**src/rtl/riscv_ctrl_pipe.sv**
```systemverilog
// Pipelined RV32 control unit: D-stage decode, E/M/W control registers,
// load-use / branch hazard control and MUL/DIV unit start/stall sequencing.
// ALU codes: ADD=0 SUB=1 AND=2 OR=3 XOR=4 SLT=5 SLTU=6 SLL=7 SRL=8 SRA=9,
//   M-ext ops={1,0,funct3}. Imm: I=0 S=1 B=2 J=3 U=4.
// Result mux: ALU=0 MEM=1 PC+4=2 IMM(lui)=4 PC+IMM(auipc)=6 (bit0 set only for loads).
module riscv_ctrl_pipe #(
    parameter int MEXT_EN     = 1,
    parameter int ALU_CTRL_W  = 5,
    parameter int MDU_TIMEOUT = 64
) (
    input  logic                  iclk,
    input  logic                  irst,
    input  logic [6:0]            iop_d,
    input  logic [2:0]            ifunct3_d,
    input  logic [6:0]            ifunct7_d,
    input  logic [4:0]            irs1_d,
    input  logic [4:0]            irs2_d,
    input  logic [4:0]            ird_e,
    input  logic                  ialu_zero,
    input  logic                  ialu_ovfl,
    input  logic                  ialu_carry,
    input  logic                  ialu_neg,
    output logic [ALU_CTRL_W-1:0] oalu_ctrl,
    output logic                  oalu_src,
    output logic                  opc_result_src,
    output logic [2:0]            oimm_src,
    output logic                  opc_src,
    output logic                  oresult_srcb0_e,
    output logic                  odmem_wr_en,
    output logic                  oreg_write_m,
    output logic                  oreg_write_w,
    output logic [2:0]            oresult_src,
    output logic                  ostall_f,
    output logic                  ostall_d,
    output logic                  ostall_e,
    output logic                  oflush_d,
    output logic                  omdu_start,
    input  logic                  imdu_done,
    output logic                  omdu_busy,
    output logic                  omdu_timeout
);
    localparam int CW = $clog2(MDU_TIMEOUT + 1);

    localparam logic [6:0] OP_LW = 7'b0000011, OP_SW = 7'b0100011, OP_R = 7'b0110011,
                           OP_B = 7'b1100011, OP_I = 7'b0010011, OP_JAL = 7'b1101111,
                           OP_JALR = 7'b1100111, OP_LUI = 7'b0110111, OP_AUIPC = 7'b0010111;

    localparam logic [3:0] ALU_ADD = 4'd0, ALU_SUB = 4'd1, ALU_AND = 4'd2, ALU_OR = 4'd3,
                           ALU_XOR = 4'd4, ALU_SLT = 4'd5, ALU_SLTU = 4'd6, ALU_SLL = 4'd7,
                           ALU_SRL = 4'd8, ALU_SRA = 4'd9;

    typedef struct packed {
        logic                  rw;
        logic [2:0]            rs;
        logic                  mw;
        logic                  jmp;
        logic                  br;
        logic [ALU_CTRL_W-1:0] alu;
        logic                  alu_src;
        logic                  pcrs;
        logic [2:0]            f3;
        logic                  mdu;
    } ctrl_e_t;

    typedef struct packed {
        logic       rw;
        logic [2:0] rs;
        logic       mw;
    } ctrl_m_t;

    typedef enum logic {IDLE, RUN} st_t;

    ctrl_e_t        d, e;
    ctrl_m_t        m;
    logic           w_rw;
    logic [2:0]     w_rs;
    logic [2:0]     imm_d;
    logic [1:0]     alu_op;
    st_t            st;
    logic [CW-1:0]  cnt;
    logic           taken, cond, load_use, stall_mdu, tmo_hit, mext_d;

    // Main decode: per-opcode control bundle for the D instruction
    always_comb begin
        d = '0;
        imm_d = 3'd0;
        alu_op = 2'b00;
        d.f3 = ifunct3_d;
        case (iop_d)
            OP_LW:    begin d.rw = 1'b1; d.alu_src = 1'b1; d.rs = 3'd1; end
            OP_SW:    begin d.mw = 1'b1; d.alu_src = 1'b1; imm_d = 3'd1; end
            OP_R:     begin d.rw = 1'b1; alu_op = 2'b10; end
            OP_B:     begin d.br = 1'b1; alu_op = 2'b01; imm_d = 3'd2; end
            OP_I:     begin d.rw = 1'b1; d.alu_src = 1'b1; alu_op = 2'b10; end
            OP_JAL:   begin d.rw = 1'b1; d.jmp = 1'b1; d.rs = 3'd2; imm_d = 3'd3; end
            OP_JALR:  begin d.rw = 1'b1; d.jmp = 1'b1; d.rs = 3'd2; d.alu_src = 1'b1;
                            d.pcrs = 1'b1; end
            OP_LUI:   begin d.rw = 1'b1; d.alu_src = 1'b1; d.rs = 3'd4; imm_d = 3'd4; end
            OP_AUIPC: begin d.rw = 1'b1; d.alu_src = 1'b1; d.rs = 3'd6; imm_d = 3'd4; end
            default:  ;
        endcase
        // ALU decode; M-ext shares the R-type opcode and is told apart by funct7
        mext_d = (MEXT_EN != 0) && (iop_d == OP_R) && (ifunct7_d == 7'b0000001);
        case (alu_op)
            2'b00:   d.alu = ALU_CTRL_W'(ALU_ADD);
            2'b01:   d.alu = ALU_CTRL_W'(ALU_SUB);
            default: begin
                if (mext_d) begin
                    d.alu = ALU_CTRL_W'({2'b10, ifunct3_d});
                    d.mdu = ifunct3_d[2];
                end else begin
                    case (ifunct3_d)
                        3'b000:  d.alu = ALU_CTRL_W'((iop_d[5] & ifunct7_d[5]) ? ALU_SUB : ALU_ADD);
                        3'b001:  d.alu = ALU_CTRL_W'(ALU_SLL);
                        3'b010:  d.alu = ALU_CTRL_W'(ALU_SLT);
                        3'b011:  d.alu = ALU_CTRL_W'(ALU_SLTU);
                        3'b100:  d.alu = ALU_CTRL_W'(ALU_XOR);
                        3'b101:  d.alu = ALU_CTRL_W'(ifunct7_d[5] ? ALU_SRA : ALU_SRL);
                        3'b110:  d.alu = ALU_CTRL_W'(ALU_OR);
                        default: d.alu = ALU_CTRL_W'(ALU_AND);
                    endcase
                end
            end
        endcase
    end

    // Branch resolution in E from funct3 and the SUB flags (carry = no borrow)
    always_comb begin
        case (e.f3)
            3'b000:  cond = ialu_zero;
            3'b001:  cond = ~ialu_zero;
            3'b100:  cond = ialu_neg ^ ialu_ovfl;
            3'b101:  cond = ~(ialu_neg ^ ialu_ovfl);
            3'b110:  cond = ~ialu_carry;
            3'b111:  cond = ialu_carry;
            default: cond = 1'b0;
        endcase
    end

    assign taken     = e.jmp | (e.br & cond);
    assign tmo_hit   = (st == RUN) & ~imdu_done & (cnt == CW'(MDU_TIMEOUT - 1));
    // Timeout releases the stall in its last RUN cycle so E moves on and IDLE cannot re-trigger
    assign stall_mdu = ((st == IDLE) & e.mdu) | ((st == RUN) & ~imdu_done & ~tmo_hit);
    assign load_use  = e.rs[0] & (ird_e != 5'd0) & ((ird_e == irs1_d) | (ird_e == irs2_d))
                     & ~taken & ~stall_mdu;

    // E register: bubble on taken branch or load-use, hold while the MDU stalls
    always_ff @(posedge iclk) begin
        if (irst || taken || load_use) e <= '0;
        else if (!stall_mdu)           e <= d;
    end

    // M/W registers: M takes a bubble for every MDU-stalled cycle
    always_ff @(posedge iclk) begin
        if (irst) begin
            m <= '0;
            w_rw <= 1'b0;
            w_rs <= 3'd0;
        end else begin
            m <= stall_mdu ? '0 : '{rw: e.rw, rs: e.rs, mw: e.mw};
            w_rw <= m.rw;
            w_rs <= m.rs;
        end
    end

    // MDU sequencer: IDLE -> RUN on start, back on done or timeout; timeout flag is sticky
    always_ff @(posedge iclk) begin
        if (irst) begin
            st <= IDLE;
            cnt <= '0;
            omdu_timeout <= 1'b0;
        end else begin
            case (st)
                IDLE: if (e.mdu) begin
                    st <= RUN;
                    cnt <= '0;
                end
                default: begin
                    if (imdu_done) st <= IDLE;
                    else if (tmo_hit) begin
                        st <= IDLE;
                        omdu_timeout <= 1'b1;
                    end else if (cnt != CW'(MDU_TIMEOUT)) cnt <= cnt + CW'(1);
                end
            endcase
        end
    end

    assign oalu_ctrl       = e.alu;
    assign oalu_src        = e.alu_src;
    assign opc_result_src  = e.pcrs;
    assign oimm_src        = imm_d;
    assign opc_src         = taken;
    assign oresult_srcb0_e = e.rs[0];
    assign odmem_wr_en     = m.mw;
    assign oreg_write_m    = m.rw;
    assign oreg_write_w    = w_rw;
    assign oresult_src     = w_rs;
    assign ostall_f        = load_use | stall_mdu;
    assign ostall_d        = load_use | stall_mdu;
    assign ostall_e        = stall_mdu;
    assign oflush_d        = taken;
    assign omdu_start      = (st == IDLE) & e.mdu;
    assign omdu_busy       = (st == RUN);
endmodule
```
**config.mk**
```make
export PLATFORM = sky130hd
export DESIGN_NAME = riscv_ctrl_pipe
export DESIGN_NICKNAME = d
export VERILOG_FILES = /design/src/rtl/riscv_ctrl_pipe.sv
export SDC_FILE = /design/constraint.sdc
export NUM_CORES = 1
export LEC_CHECK = 0
export BUFFER_PORTS_ARGS = -buffer_cell sky130_fd_sc_hd__buf_2
export CAP_MARGIN = 20
export CORE_MARGIN = 3
export CORE_UTILIZATION = 41
export CTS_CLUSTER_SIZE = 25
export DETAILED_ROUTE_END_ITERATION = 8
export PLACE_DENSITY = 0.68
export SYNTH_ARGS = -nofsm -noshare
export SYNTH_HDL_FRONTEND = slang
export SYNTH_SLANG_ARGS = --single-unit
```
**constraint.sdc**
```tcl
create_clock -name iclk -period 4 [get_ports iclk]
set_input_delay 0.4 -clock iclk [delete_from_list [all_inputs] [get_ports iclk]]
set_output_delay 0.4 -clock iclk [all_outputs]
set_load 0.03 [all_outputs]
```
==> results by group, run 1 <==
Cells and area
  – Synthesis-to-finish area growth: 22.42%
  – Inserted Diodes: 0
  – Share of post-route cells with drive strength above 1: 28.89%
  – Final nets: between 300 and 400
  – Final std cells w/o fill: 320
  – # fillers: 410

Synthesis
  – XOR/XNOR share of the synthesized area: approximately 8.8%
  – Post-synth top cells: dfxtp_1 (36), nand2_1 (25), nor2_1 (20)
  – Sequential area share after synthesis: roughly two fifths
  – Yosys cell types: 44
  – Flops & latches, synth: 36
  – Post-Synth Simple-Gate Area: between 20% and 30%
  – Synthesized instance count: ~210
  – Synth Area in Compound Gates: approximately 16%
  – Async SR Flop Fraction: 0%
  – Most common cell in the synthesized netlist: dfxtp_1
  – Synth area leaders: dfxtp_1 (40%), xnor2_1 (7.3%), nand2_1 (5.2%), nor2_1 (4.2%), nor2b_1 (3.1%)
  – Mapped Area: approximately 0.0018 mm2
  – Mux share of post-synthesis cell area: around 1.8%
  – Largest family of logic cells by synthesized area: simple AND/OR/NAND/NOR gates
  – Synthesized area per cell: roughly 8.5 um2
  – Syn Nets: between 200 and 300
  – Yosys warns: 0
  – Top-area cell type share of the netlist area: 40.22%
  – Post-Synth Adder-Cell Area: 1.397%
  – Post-synth top area cell: dfxtp_1
  – Post-synth EDFFs: 0
  – Synth Flop Type: dfxtp_1

STA
  – Setup_tns: 0 ps
  – Fin crit share: a little over three fifths
  – Min Hold Slack: between 400 and 500 ps
  – Fin Clk Skew: 3.600 ps
  – Final WS setup: approximately 1500 ps
  – Measured slew at the worst slew-check pin: 897.2 ps
  – Final-report max-slew violation count: 0
  – Relative slew slack: 39.64%
  – RSZ-0062 raised after global routing: false
  – Max frequency: between 300 and 400 MHz
  – Min Tclk post-route: between 2000 and 3000 ps
  – Endpoints failing hold: 0
  – Setup violations, final: 0

Setup path
  – Reg2reg setup slack: ~1600 ps
  – CP required: between 3000 and 4000 ps
  – R2R cell count: 6
  – Critical path arrival: around 2100 ps
  – Critical path class: register to primary output
  – Crit. Startpoint: cnt[0]$_SDFFE_PP0P_
  – CP Launch Type: register
  – Reg2reg end: opc_result_src$_SDFFE_PP0N_
  – Max FO, Critical Path: 11
  – Worst setup endpoint: ostall_f
  – Critical path endpoint category: primary output
  – RR Startpoint: e[3]$_SDFFE_PP0N_

Global route
  – Gr usage total: between 15 and 20%
  – Largest net degree at the start of global routing: 14
  – Final global-route overflow total: 0
  – Antenna violations before repair: 0
  – Number of global-route vias before repair: 1450
  – First-pass GRT wire length: between 6 and 7 mm

Flow run
  – # Max-Cap Violations: 0

Clocking
  – Post-CTS setup buffer count: 0
  – Clock Sinks: 36
  – Post-CTS resize count: 0
  – Clock Latency Late Sink: between 200 and 300 ps
  – CTS Buf Count: 5
  – CTS clk-pin slew, worst paths: 70 ps
  – Clock tree root buffer cell: clkbuf_8
  – Hold-fix buffers, CTS: 0
  – CTS HTree Levels: 2
  – CTS tree: done
  – Clock Path Buffers: 2

Detailed routing
  – Residual DRC count: 0
  – Via-to-Cell Ratio: 5.034
  – Via count: between 1500 and 2000
  – Wirelength per Cell: between 10 and 15 um
  – Initial DRT Pass Iterations: 4
  – Routed Wire Length: between 3 and 4 mm
  – Iteration-0 DRC Markers: 79
  – Final ANT Viol Nets: 0

Floorplanning
  – Die ar.: a little over 0.005 mm2
  – # IOs: 64
  – Die span in y: between 70 and 80 um
  – Initial Utilization: between 40% and 50%
  – Core area: approximately 0.0041 mm2
  – Die Wd: 72.11 um
  – Rows: 23

Placement
  – Routability congestion estimate: 0.7680
  – DP Wirelength: approximately 3.1 mm
  – I/O Buffers: 63
  – Placed cell count: between 300 and 400
  – Pre-CTS setup slack: 1346 ps

Worst hold path
  – Min-delay worst type: input port to register
  – Hold_sp: ifunct3_d[0]

Pwr
  – Power density over the cells: ~320 mW/mm2
  – Worst vdd ir: between 100 and 150 uV
  – Leakage: 0.9766 nW

Run status
  – Status: finished clean
sequential cells by signal, indices dropped and copies added (netlist names):
register	flops
omdu_busy	1
oalu_ctrl	5
m	3
e	10
cnt	7
opc_result_src	1
oresult_src	3
oresult_srcb0_e	1
omdu_timeout	1
oreg_write_w	1
oreg_write_m	1
odmem_wr_en	1
oalu_src	1
critical path: stages, from the launching register on:
cell and delay, ps:
dfxtp_1 390, ha_1 180, nand3_1 140, o31ai_1 270, buf_4 190, nand2_1 220, o21bai_1 260, buf_2 190
cell families (layout without fill, tap and decap cells):
| kind of cell | after synthesis | count (layout) |
|---|---|---|
| AOI/OAI and AO/OA | 41 | 41 |
| xor gates and xnor gates | 18 | 18 |
| adders and majority gates | 2 | 2 |
| buffers and inverters | 22 | 81 |
| DFF | 36 | 36 |
| muxes | 2 | 2 |
| and+or+nand+nor | 90 | 90 |
routing by layer:
metal,track usage [%],part of all wire [%],up-vias
li1,-,-,837
met1,20.93,48,714
met2,24.57,43,52
met3,3.463,6.2,8
met4,10.23,2.7,0
met5,0,0,-
area by class of cell:
class	count	area, um2	share of cell area, %
Tap cell	50	62.56	2.852
Clock inverter	1	7.507	0.3423
Timing Repair Buffer	64	322.8	14.72
Multi-Input combinational cell	153	959.7	43.75
Clock buffer	7	86.33	3.936
Inverter	9	33.78	1.540
Sequential cell	36	720.7	32.86
per-stage QoR:
stage                     total power [mW]  utilization (%)  area, um2
after floorplan                     0.4114                -       1792
after global placement              0.4435            51.02       2100
after detailed placement            0.4446            51.02       2100
after CTS                           0.7189            53.30       2193
after global routing                0.7376            53.30       2193
final                               0.7068            53.30       2193
placed cells by master (no fill, tap or decap), types with 3 or more instances in the layout:
cell type | synthesis | layout
inv_1 | 9 | 9
buf_2 | 2 | 63
and2_1 | 6 | 6
or4_1 | 4 | 4
nand3_1 | 4 | 4
nor2b_1 | 9 | 9
clkbuf_8 | 0 | 6
o21ai_0 | 4 | 4
a22o_1 | 5 | 5
xor2_1 | 3 | 3
xnor2_1 | 15 | 15
nand2_1 | 25 | 25
o21ai_1 | 6 | 6
nand2b_1 | 3 | 3
nor2_1 | 20 | 20
or2_2 | 4 | 4
a31oi_1 | 3 | 3
a21oi_1 | 10 | 10
nand4_1 | 3 | 3
dfxtp_1 | 36 | 36
how the worst min path moves through the flow:
stage	slack, ps	end	depth (start not counted)
floorplan	410	oresult_src[0]$_SDFF_PP0_	1
global placement	420	oresult_src[1]$_SDFF_PP0_	1
detailed placement	430	oresult_src[2]$_SDFF_PP0_	1
CTS	390	e[1]$_SDFFE_PP0N_	2
global route	420	e[1]$_SDFFE_PP0N_	2
finish	410	e[1]$_SDFFE_PP0N_	2
where the power goes:
group | leakage, nW | switching [mW] | internal, mW
Sequential | 0.291 | 0.00253 | 0.361
Clock | 0.0445 | 0.131 | 0.140
Combinational | 0.641 | 0.0367 | 0.0354
Total | 0.977 | 0.170 | 0.536
(Power assumes the default switching activity.)
==> inputs of run 2 (changes only) <==
--- a/config.mk
+++ b/config.mk
@@ -5,13 +5,14 @@
 export SDC_FILE = /design/constraint.sdc
 export NUM_CORES = 1
 export LEC_CHECK = 0
+export ABC_AREA = 1
 export BUFFER_PORTS_ARGS = -buffer_cell sky130_fd_sc_hd__buf_2
 export CAP_MARGIN = 20
 export CORE_MARGIN = 3
 export CORE_UTILIZATION = 41
 export CTS_CLUSTER_SIZE = 25
 export DETAILED_ROUTE_END_ITERATION = 8
-export PLACE_DENSITY = 0.68
+export PLACE_DENSITY = 0.69
 export SYNTH_ARGS = -nofsm -noshare
 export SYNTH_HDL_FRONTEND = slang
 export SYNTH_SLANG_ARGS = --single-unit
==> constraint.sdc (replaced) <==
create_clock -name iclk -period 2.1 [get_ports iclk]
set_input_delay 0.21 -clock iclk [delete_from_list [all_inputs] [get_ports iclk]]
set_output_delay 0.21 -clock iclk [all_outputs]
set_load 0.03 [all_outputs]
==> run 2 against run 1 <==
Largest power group unchanged; critical path type unchanged; final area up 14%; register-to-register slack worse by 1200 ps; clock skew up 4.9 ps; worst setup slack worse by 1300 ps.
==> results by group, run 2 <==
Global route
  – First-pass GRT wire length: 8.280 mm (+27%)
  – Largest net degree at the start of global routing: 19 (+5)
  – Antenna violations before repair: 0 (unchanged)
  – Number of global-route vias before repair: 1909 (+32%)
  – Gr usage total: 16.90% (+0.67 points)
  – Final global-route overflow total: 0 (unchanged)

Cells and area
  – # fillers: 531 (+30%)
  – Most frequent cells in the layout: nor2_1 (67), buf_2 (63), nand2_1 (62)
  – Top reg by flops: e
  – Synthesis-to-finish area growth: 20.35%
  – Inserted Diodes: 0 (unchanged)
  – Share of post-route cells with drive strength above 1: 24.60% (-4.3 points)
  – Final std cells w/o fill: 445 (+39%)
  – Commonest non-fill, non-tap cell in the layout: nor2_1
  – Register Area: 720.7 um2 (unchanged)
  – Max reg flops: 10 (unchanged)
  – Post-route cell area: 0.002501 mm2 (+14%)
  – Final nets: 418 (+35%)
  – Area occupied by multi-input gates: 0.001075 mm2 (+12%)

Synthesis
  – Syn Nets: 359 (+42%)
  – Post-synth EDFFs: 0 (unchanged)
  – Mapped Area: 0.002078 mm2 (+16%)
  – Async SR Flop Fraction: 0% (unchanged)
  – Synthesized area per cell: 6.535 um2 (-23%)
  – Most common cell in the synthesized netlist: nor2_1
  – Top-area cell type share of the netlist area: 34.68% (-5.5 points)
  – Post-synth top cells: nor2_1 (67), nand2_1 (62), inv_1 (47)
  – Synth area leaders: dfxtp_1 (35%), nor2_1 (12%), nand2_1 (11%), inv_1 (8.5%), nand3_1 (5.3%)
  – Yosys cell types: 32 (-27%)
  – Synth Flop Type: dfxtp_1
  – Yosys warns: 0 (unchanged)
  – Synthesized instance count: 318 (+51%)
  – Sequential area share after synthesis: 34.68% (-5.5 points)
  – Post-synth top area cell: dfxtp_1
  – Flops & latches, synth: 36 (unchanged)

Pwr
  – Sw frac: 24.15% (+0.033 points)
  – Power consumption: 1.448 mW (+100%)
  – Leakage: 1.228 nW (+26%)
  – Comb pwr share: 9.8% (-0.4 points)
  – Sequential fraction of design power: 47.7% (-3.7 points)
  – Worst vdd ir: 384.6 uV (+210%)
  – Switch Pwr: 0.3497 mW (+110%)
  – Clock group share of total power: 42.5% (+4.1 points)
  – Power density over the cells: 578.9 mW/mm2 (+80%)
  – Pint: 1.098 mW (+100%)

STA
  – Final-report max-slew violation count: 0 (unchanged)
  – Setup_tns: 0 ps (unchanged)
  – Measured slew at the worst slew-check pin: 342.0 ps (-555.2 ps)
  – Fin Clk Skew: 8.518 ps (+4.918 ps)
  – RSZ-0062 raised after global routing: false
  – Fin crit share: 91.76%
  – Endpoints failing hold: 0 (unchanged)
  – Max frequency: 518.9 MHz
  – Min Tclk post-route: 1927 ps
  – Relative slew slack: 77.12% (+37 points)
  – Setup violations, final: 0 (unchanged)
  – Final WS setup: 173.0 ps (-1297 ps)

Placement
  – Pre-CTS setup slack: 373.2 ps (-972.4 ps)
  – Placed inst area: 0.002387 mm2 (+14%)
  – DP Wirelength: 3.697 mm (+21%)
  – I/O Buffers: 63 (unchanged)
  – Placed cell count: 437 (+40%)
  – Routability congestion estimate: 0.8157 (+6.2%)

Setup path
  – Critical path endpoint category: primary output
  – Critical path arrival: 1720 ps (-410 ps)
  – CP delay by family, top: simple AND/OR/NAND/NOR gates
  – Worst Path Buf+Inv: 2 (unchanged)
  – CP Launch Type: register
  – Max FO, Critical Path: 14 (+3)
  – Cell Chain, Critical Path: ha_2 -> inv_1 -> nor2_4 -> nand3_4 -> nand2_4 -> o21ai_1 -> buf_2
  – Critical path class: register to primary output
  – CP required: 1890 ps (-1710 ps)
  – CP max stage cell: dfxtp_1
  – Slowest stage delay, CP: 380 ps (about the same)

Worst hold path
  – Min-delay worst type: input port to register

Detailed routing
  – Via-to-Cell Ratio: 4.548 (-9.7%)
  – Wirelength per Cell: 10.44 um (-15%)
  – Via count: 2024 (+26%)
  – Residual DRC count: 0 (unchanged)
  – Final ANT Viol Nets: 0 (unchanged)
  – Routed Wire Length: 4.648 mm (+18%)
  – Iteration-0 DRC Markers: 63 (-20%)
  – Initial DRT Pass Iterations: 4 (unchanged)

Floorplanning
  – Core area: 0.004817 mm2 (+17%)
  – Die ar.: 0.005959 mm2 (+15%)
  – Die Wd: 77.20 um (+7.1%)
  – Die span in y: 77.20 um (+7.1%)
  – Initial Utilization: 43.14% (-0.40 points)
  – Rows: 25 (+8.7%)
  – # IOs: 64 (unchanged)

Clocking
  – CTS clk-pin slew, worst paths: 80 ps (about the same)
  – Clock Sinks: 36 (unchanged)
  – Clock tree root buffer cell: clkbuf_8
  – Clock Latency Late Sink: 300 ps (about the same)
  – Post-CTS setup buffer count: 0 (unchanged)
  – Hold-fix buffers, CTS: 0 (unchanged)
  – Clock Path Buffers: 2 (unchanged)
  – CTS Buf Count: 5 (unchanged)
  – CTS HTree Levels: 2 (unchanged)
  – CTS tree: done

Flow run
  – # Max-Cap Violations: 0 (unchanged)

Run status
  – Status: finished clean
run 2: cell families after synthesis:
| logic type | after synthesis | share of synthesized area, % |
|---|---|---|
| flops | 36 | 34.68 |
| xor+xnor | 11 | 4.636 |
| compound gates | 34 | 9.032 |
| simple gates | 173 | 36.73 |
| fa+ha+maj | 2 | 1.204 |
| buf+inv | 62 | 13.73 |
run 2: worst reg2reg max path, stage by stage, from the launching register on:
cell     delay [ps]
dfxtp_1         380
ha_2            220
inv_1            70
nor2_4          180
nand3_4         110
nand2_4         150
buf_4           190
nand2_1          70
nand2_1          60
inv_1            30
o21ai_1          60
inv_1            50
nor2_1           80
run 2: stage by stage:
stage	hold slack, ps	utilization [%]
after floorplan	377.0	-
after global placement	392.2	49.56
after detailed placement	391.7	49.56
after CTS	210.9	51.87
after global routing	240.5	51.92
final	204.8	51.92
run 2: power groups by stage:
stage / logic (mW) / clock network, mW / registers, mW
global route: 0.163 / 0.669 / 0.692
finish: 0.142 / 0.615 / 0.691
CTS: 0.142 / 0.632 / 0.691
global placement: 0.139 / 0 / 0.707
floorplan: 0.0783 / 0 / 0.708
detailed placement: 0.142 / 0 / 0.707
run 2: final timing paths:
path	startpoint	cells past startpoint	to	slack, ps
worst max-delay path	cnt[1]$_SDFFE_PP0P_	7	ostall_f	170
worst max register to register	cnt[1]$_SDFFE_PP0P_	12	e[15]$_SDFFE_PP0N_	360
worst min-delay path	irst	2	cnt[1]$_SDFFE_PP0P_	200
worst min register to register	m[1]$_SDFF_PP0_	2	oresult_src[0]$_SDFF_PP0_	400
run 2: timing repair:
| item | CTS | global route |
|---|---|---|
| hold endpoints to repair | 0 | 0 |
| gates resized for setup | 0 | 1 |
| setup endpoints to repair | 0 | 3 |
run 2: metal layers:
layer	part of all wire (%)	global-route usage (%)	vias to the layer above
met5	0	0	-
met4	2.2	8.363	0
met3	5.3	3.169	10
met2	45	27.29	61
met1	48	21.47	866
li1	-	-	1087
run 2: cell type report:
| cell class | instances | area share, % |
|---|---|---|
| clock buffers | 5 | 2.751 |
| flip-flops and latches | 36 | 28.81 |
| inverters | 50 | 7.504 |
| clock inverters | 3 | 1.701 |
| well taps | 67 | 3.352 |
| repair buffers | 64 | 12.91 |
| multi-input cells | 220 | 42.97 |
